**src/rtl/reg_file_sb.sv**
```systemverilog
// Parametrised multi-read-port register file with write-to-read bypass
// and a per-register pending-write scoreboard for RAW hazard detection.
module reg_file_sb #(
    parameter int DATA_W = 32,
    parameter int ADDR_W = 5,
    parameter int NUM_RD = 2,
    parameter bit BYPASS = 1'b1
) (
    input  logic                       clk,
    input  logic                       rst,
    input  logic                       we,
    input  logic [ADDR_W-1:0]          waddr,
    input  logic [DATA_W-1:0]          wdata,
    input  logic [NUM_RD*ADDR_W-1:0]   raddr,
    output logic [NUM_RD*DATA_W-1:0]   rdata,
    output logic [NUM_RD-1:0]          rbusy,
    input  logic                       busy_set,
    input  logic [ADDR_W-1:0]          busy_addr,
    output logic                       any_busy
);

    localparam int DEPTH = 2 ** ADDR_W;

    logic [DATA_W-1:0] regs_q [DEPTH];
    logic [DATA_W-1:0] regs_d [DEPTH];
    logic [DEPTH-1:0]  sb_q;
    logic [DEPTH-1:0]  sb_d;

    logic wr_en;
    logic set_en;

    // Register 0 is never a target, and nothing lands while in reset
    assign wr_en  = we && !rst && (waddr != '0);
    assign set_en = busy_set && !rst && (busy_addr != '0);

    // Next-state: data write plus scoreboard with set taking priority
    always_comb begin
        regs_d = regs_q;
        sb_d   = sb_q;
        if (wr_en) begin
            regs_d[waddr] = wdata;
        end
        for (int r = 1; r < DEPTH; r++) begin
            if (set_en && (busy_addr == ADDR_W'(r))) begin
                sb_d[r] = 1'b1;
            end else if (wr_en && (waddr == ADDR_W'(r))) begin
                sb_d[r] = 1'b0;
            end
        end
        sb_d[0] = 1'b0;
    end

    // State registers, cleared immediately on reset
    always_ff @(posedge clk or posedge rst) begin
        if (rst) begin
            regs_q <= '{default: '0};
            sb_q   <= '0;
        end else begin
            regs_q <= regs_d;
            sb_q   <= sb_d;
        end
    end

    // Independent combinational read ports with optional forwarding
    for (genvar i = 0; i < NUM_RD; i++) begin : g_rd
        logic [ADDR_W-1:0] ra;
        logic              hit;

        assign ra  = raddr[i*ADDR_W +: ADDR_W];
        assign hit = BYPASS && wr_en && (waddr == ra);

        // Forwarded data is final, so a hit also hides the pending bit
        always_comb begin
            rdata[i*DATA_W +: DATA_W] = '0;
            rbusy[i]                  = 1'b0;
            if (!rst) begin
                rdata[i*DATA_W +: DATA_W] = hit ? wdata : regs_q[ra];
                rbusy[i]                  = sb_q[ra] && !hit;
            end
        end
    end

    // Drain status reflects registered scoreboard only
    assign any_busy = !rst && (|sb_q);

endmodule
```
**config.mk**
```make
export PLATFORM = sky130hd
export DESIGN_NAME = reg_file_sb
export DESIGN_NICKNAME = d
export VERILOG_FILES = /design/src/rtl/reg_file_sb.sv
export SDC_FILE = /design/constraint.sdc
export NUM_CORES = 2
export LEC_CHECK = 0
export ABC_AREA = 1
export BUFFER_PORTS_ARGS = -buffer_cell sky130_fd_sc_hd__buf_2
export CAP_MARGIN = 40
export CELL_PAD_IN_SITES_DETAIL_PLACEMENT = 1
export CELL_PAD_IN_SITES_GLOBAL_PLACEMENT = 1
export CORE_MARGIN = 1
export CORE_UTILIZATION = 41
export DETAILED_ROUTE_END_ITERATION = 7
export GPL_ROUTABILITY_DRIVEN = 0
export GPL_TIMING_DRIVEN = 0
export HOLD_SLACK_MARGIN = 0.1
export PLACE_DENSITY = 0.79
export REMOVE_ABC_BUFFERS = 1
export SKIP_CTS_REPAIR_TIMING = 1
export SLEW_MARGIN = 5
export SYNTH_ARGS = -nofsm -noshare
export SYNTH_HDL_FRONTEND = slang
export SYNTH_SLANG_ARGS = --single-unit
```
**constraint.sdc**
```tcl
create_clock -name clk -period 59.7 [get_ports clk]
set_input_delay 5.97 -clock clk [delete_from_list [all_inputs] [get_ports clk]]
set_output_delay 5.97 -clock clk [all_outputs]
set_load 0.01 [all_outputs]
```
==> metrics.md <==
| Metric | Value |
|---|---|
| Post-Place Worst Slack | `between 40 and 50 ns` |
| Tmin final | `~16 ns` |
| Layout cell share with drive strength beyond 1 | `0.0752` |
| Clock slew at reported path FFs | `0.06 ns` |
| CTS tree | `done` |
| Wirelength per Cell | `25.1 um` |
| Vias per cell | `between 6 and 7` |
| DRC Markers | `12` |
| Largest net degree at the start of global routing | `160` |
| Initial antenna violation count | `6` |
| Global Route Usage Sum | `0.330` |
| Commonest cells post-synth | `2236 x nand2_1, 1155 x o21ai_0, 1119 x nand3_1` |
| RSZ-0062 raised after global routing | `no` |
| Max Slew Vio Count | `0` |
| WL final | `about 240000 um` |
| Die Area | `approximately 150000 um^2` |
| CTS HTree Levels | `3` |
| Worst path max stage delay | `roughly 0.56 ns` |
| Clk Latency, worst-skew pair | `0.75 ns` |
| Post-synthesis cell area | `59700 um^2` |
| Clock Skew | `0 ns` |
| Cell variety after synth | `34` |
| Final worst setup slack | `around 44 ns` |
| Prevailing post-synth register cell | `dfrtp_1` |
| Startpoint types | `primary input` |
| Crit Path Class | `primary input to output port` |
| Starting density of the core | `0.415` |
| Crit path required time | `around 54 ns` |
| Fill count | `between 15000 and 20000` |
| CP max-delay cell | `inv_2` |
| Post-synth ARST share | `1.00` |
| Worst R2R End | `regs_q[533]$_DFFE_PP0P_` |
| Worst R2R Path Depth | `2` |
| Fin. Hold Viols | `0` |
| Clock Path Buffers | `3` |
| Die Y | `384 um` |
| Post-DP HPWL | `143000 um` |
| Fin crit share | `0.268` |
| Top post-synthesis cells by area | `dfrtp_1 44%, nand2_1 14%, o21ai_0 9.7%` |
| Number of synthesized flops with an enable pin | `0` |
| Top fanout value on the critical path | `between 100 and 150` |
| Slew of the pin with the lowest slew margin | `roughly 0.92 ns` |
| DR iter-0 viols | `6177` |
| Crit. Startpoint | `raddr[0]` |
| Crit path cell chain | `buf_8 -> buf_16 -> inv_8 -> buf_16 -> nand2_1 -> nand4_1 -> nor2_1 -> nand2_2 -> nand2_1 -> inv_2 -> buf_12 -> nand3_1 -> nand2_1 -> buf_2` |
| Reg-to-reg critical path startpoint | `regs_q[533]$_DFFE_PP0P_` |
| Static Leak | `between 20 and 30 nW` |
| Synth-to-Final Area Change | `11.1%` |
| Final nets | `approximately 7800` |
| Cell repeated most along the worst path | `nand2_1` |
| 1st-pass router iterations | `8` |
| CTS root buf | `clkbuf_16` |
| Setup slack, reg-to-reg | `slightly below 60 ns` |
| Mapped Cells | `8180` |
| Max Cap Violations | `0` |
| Mean Syn Cell Area | `between 7 and 8 um^2` |
| Core box area | `~140000 um^2` |
| Port Buf Inserts | `122` |
| Fin Setup TNS | `0 ns` |
| Most frequent cell after synthesis | `nand2_1` |
| Fmax | `about 62 MHz` |
| Dominant cell type by area after synthesis | `dfrtp_1` |
| Result of the run | `finished, violations left` |
| Via count | `about 60000` |
| CP Capture Point | `rdata[12]` |
| Number of global-route vias before repair | `between 60000 and 70000` |
| Hold Slack | `0.394 ns` |
| Register bit total from synthesis | `approximately 1100` |
| Row cnt | `roughly 140` |
| Final Setup Violations | `0` |
| Share of the synthesized area in the top cell type | `0.442` |
| First-pass GRT wire length | `about 370000 um` |
| Slew HR | `0.384` |
| Total grt overflow | `0` |
| Top Ports | `roughly 120` |
| Seq/Total Area, Yosys | `0.442` |
| Worst EP arrival | `about 10 ns` |
| Ys Warns | `0` |
| Total CTS buffers | `120` |
| Sink Count | `1055` |
| Routed Antenna Nets | `0` |
| Crit end category | `output port` |
| HP Class | `register to register` |
| Failing checks | `DRC` |
| VDD IR max | `roughly 0.027 mV` |
| Die X | `384 um` |
| Power per Cell Area | `31.1 nW/um^2` |
==> stage by stage <==
step	cells	instance area (um^2)	utilization	power, mW
floorplan	7395	56100	-	1.13
global placement	9420	59100	0.411	1.28
detailed placement	9525	62100	0.431	1.28
CTS	9747	66300	0.460	2.07
global route	9751	66300	0.461	2.16
finish	9753	66300	0.461	2.07
==> sequential cells by signal, indices dropped and copies added (netlist names) <==
| register | flops |
|---|---|
| regs_q | 1024 |
| sb_q | 31 |
==> critical path, delay by kind of cell <==
family        cells  cell delay (ns)
simple gates      7             1.26
buf+inv           7             2.47
==> worst min-delay path by stage <==
stage                                  start                       end  slack [ns]  cells after the start
floorplan           regs_q[1000]$_DFFE_PP0P_  regs_q[1000]$_DFFE_PP0P_        0.36                      0
global placement    regs_q[1004]$_DFFE_PP0P_  regs_q[1004]$_DFFE_PP0P_        0.37                      0
detailed placement  regs_q[1013]$_DFFE_PP0P_  regs_q[1013]$_DFFE_PP0P_        0.38                      0
CTS                 regs_q[1011]$_DFFE_PP0P_  regs_q[1011]$_DFFE_PP0P_        0.40                      0
global route        regs_q[1011]$_DFFE_PP0P_  regs_q[1011]$_DFFE_PP0P_        0.40                      0
finish              regs_q[1011]$_DFFE_PP0P_  regs_q[1011]$_DFFE_PP0P_        0.39                      0
==> cell families after synthesis <==
| family | share of synthesized area |
|---|---|
| AOI/OAI and AO/OA | 0.207 |
| xor gates and xnor gates | 0.00103 |
| buffers and inverters | 0.0960 |
| DFF | 0.442 |
| and+or+nand+nor | 0.254 |
==> power breakdown <==
| part | switching [mW] | internal [mW] |
|---|---|---|
| logic | 0.260 | 0.127 |
| registers | 0.0634 | 0.824 |
| clock network | 0.323 | 0.468 |
| total | 0.647 | 1.42 |
==> final cells by class <==
type	count	area (um^2)	share of cell area
Multi-Input combinational cell	5762	27800	0.419
Sequential cell	1055	26400	0.398
Clock buffer	186	3680	0.0555
Timing Repair Buffer	229	3350	0.0505
Tap cell	1903	2380	0.0359
Inverter	578	2250	0.0339
Clock inverter	36	474	0.00715
Antenna cell	4	10.0	0.000151
==> placed cells by master (no fill, tap or decap), drive strengths merged <==
cell type,Yosys,routed
buf,347,229
inv,572,574
o21ai,1301,1301
or2,16,16
a32o,4,4
nor2,232,232
a31oi,1,1
nand2,2246,2246
clkbuf,438,186
a21oi,276,276
diode,0,4
nand4,3,3
xnor2,5,5
dfrtp,1055,1055
nand3,1120,1120
bufinv,0,11
nor3,3,3
clkinv,6,29
a41oi,1,1
o211ai,550,550
nor4,2,2
xor2,2,2
==> routing by layer <==
| layer | GRT usage | vias up | wire length [um] |
|---|---|---|---|
| met1 | 0.435 | 30156 | 101000 |
| met2 | 0.528 | 2518 | 112000 |
| li1 | - | 26470 | - |
| met3 | 0.0538 | 716 | 19200 |
| met5 | 0 | - | 8 |
| met4 | 0.155 | 2 | 12700 |
Power figures use the tool's default switching activity.
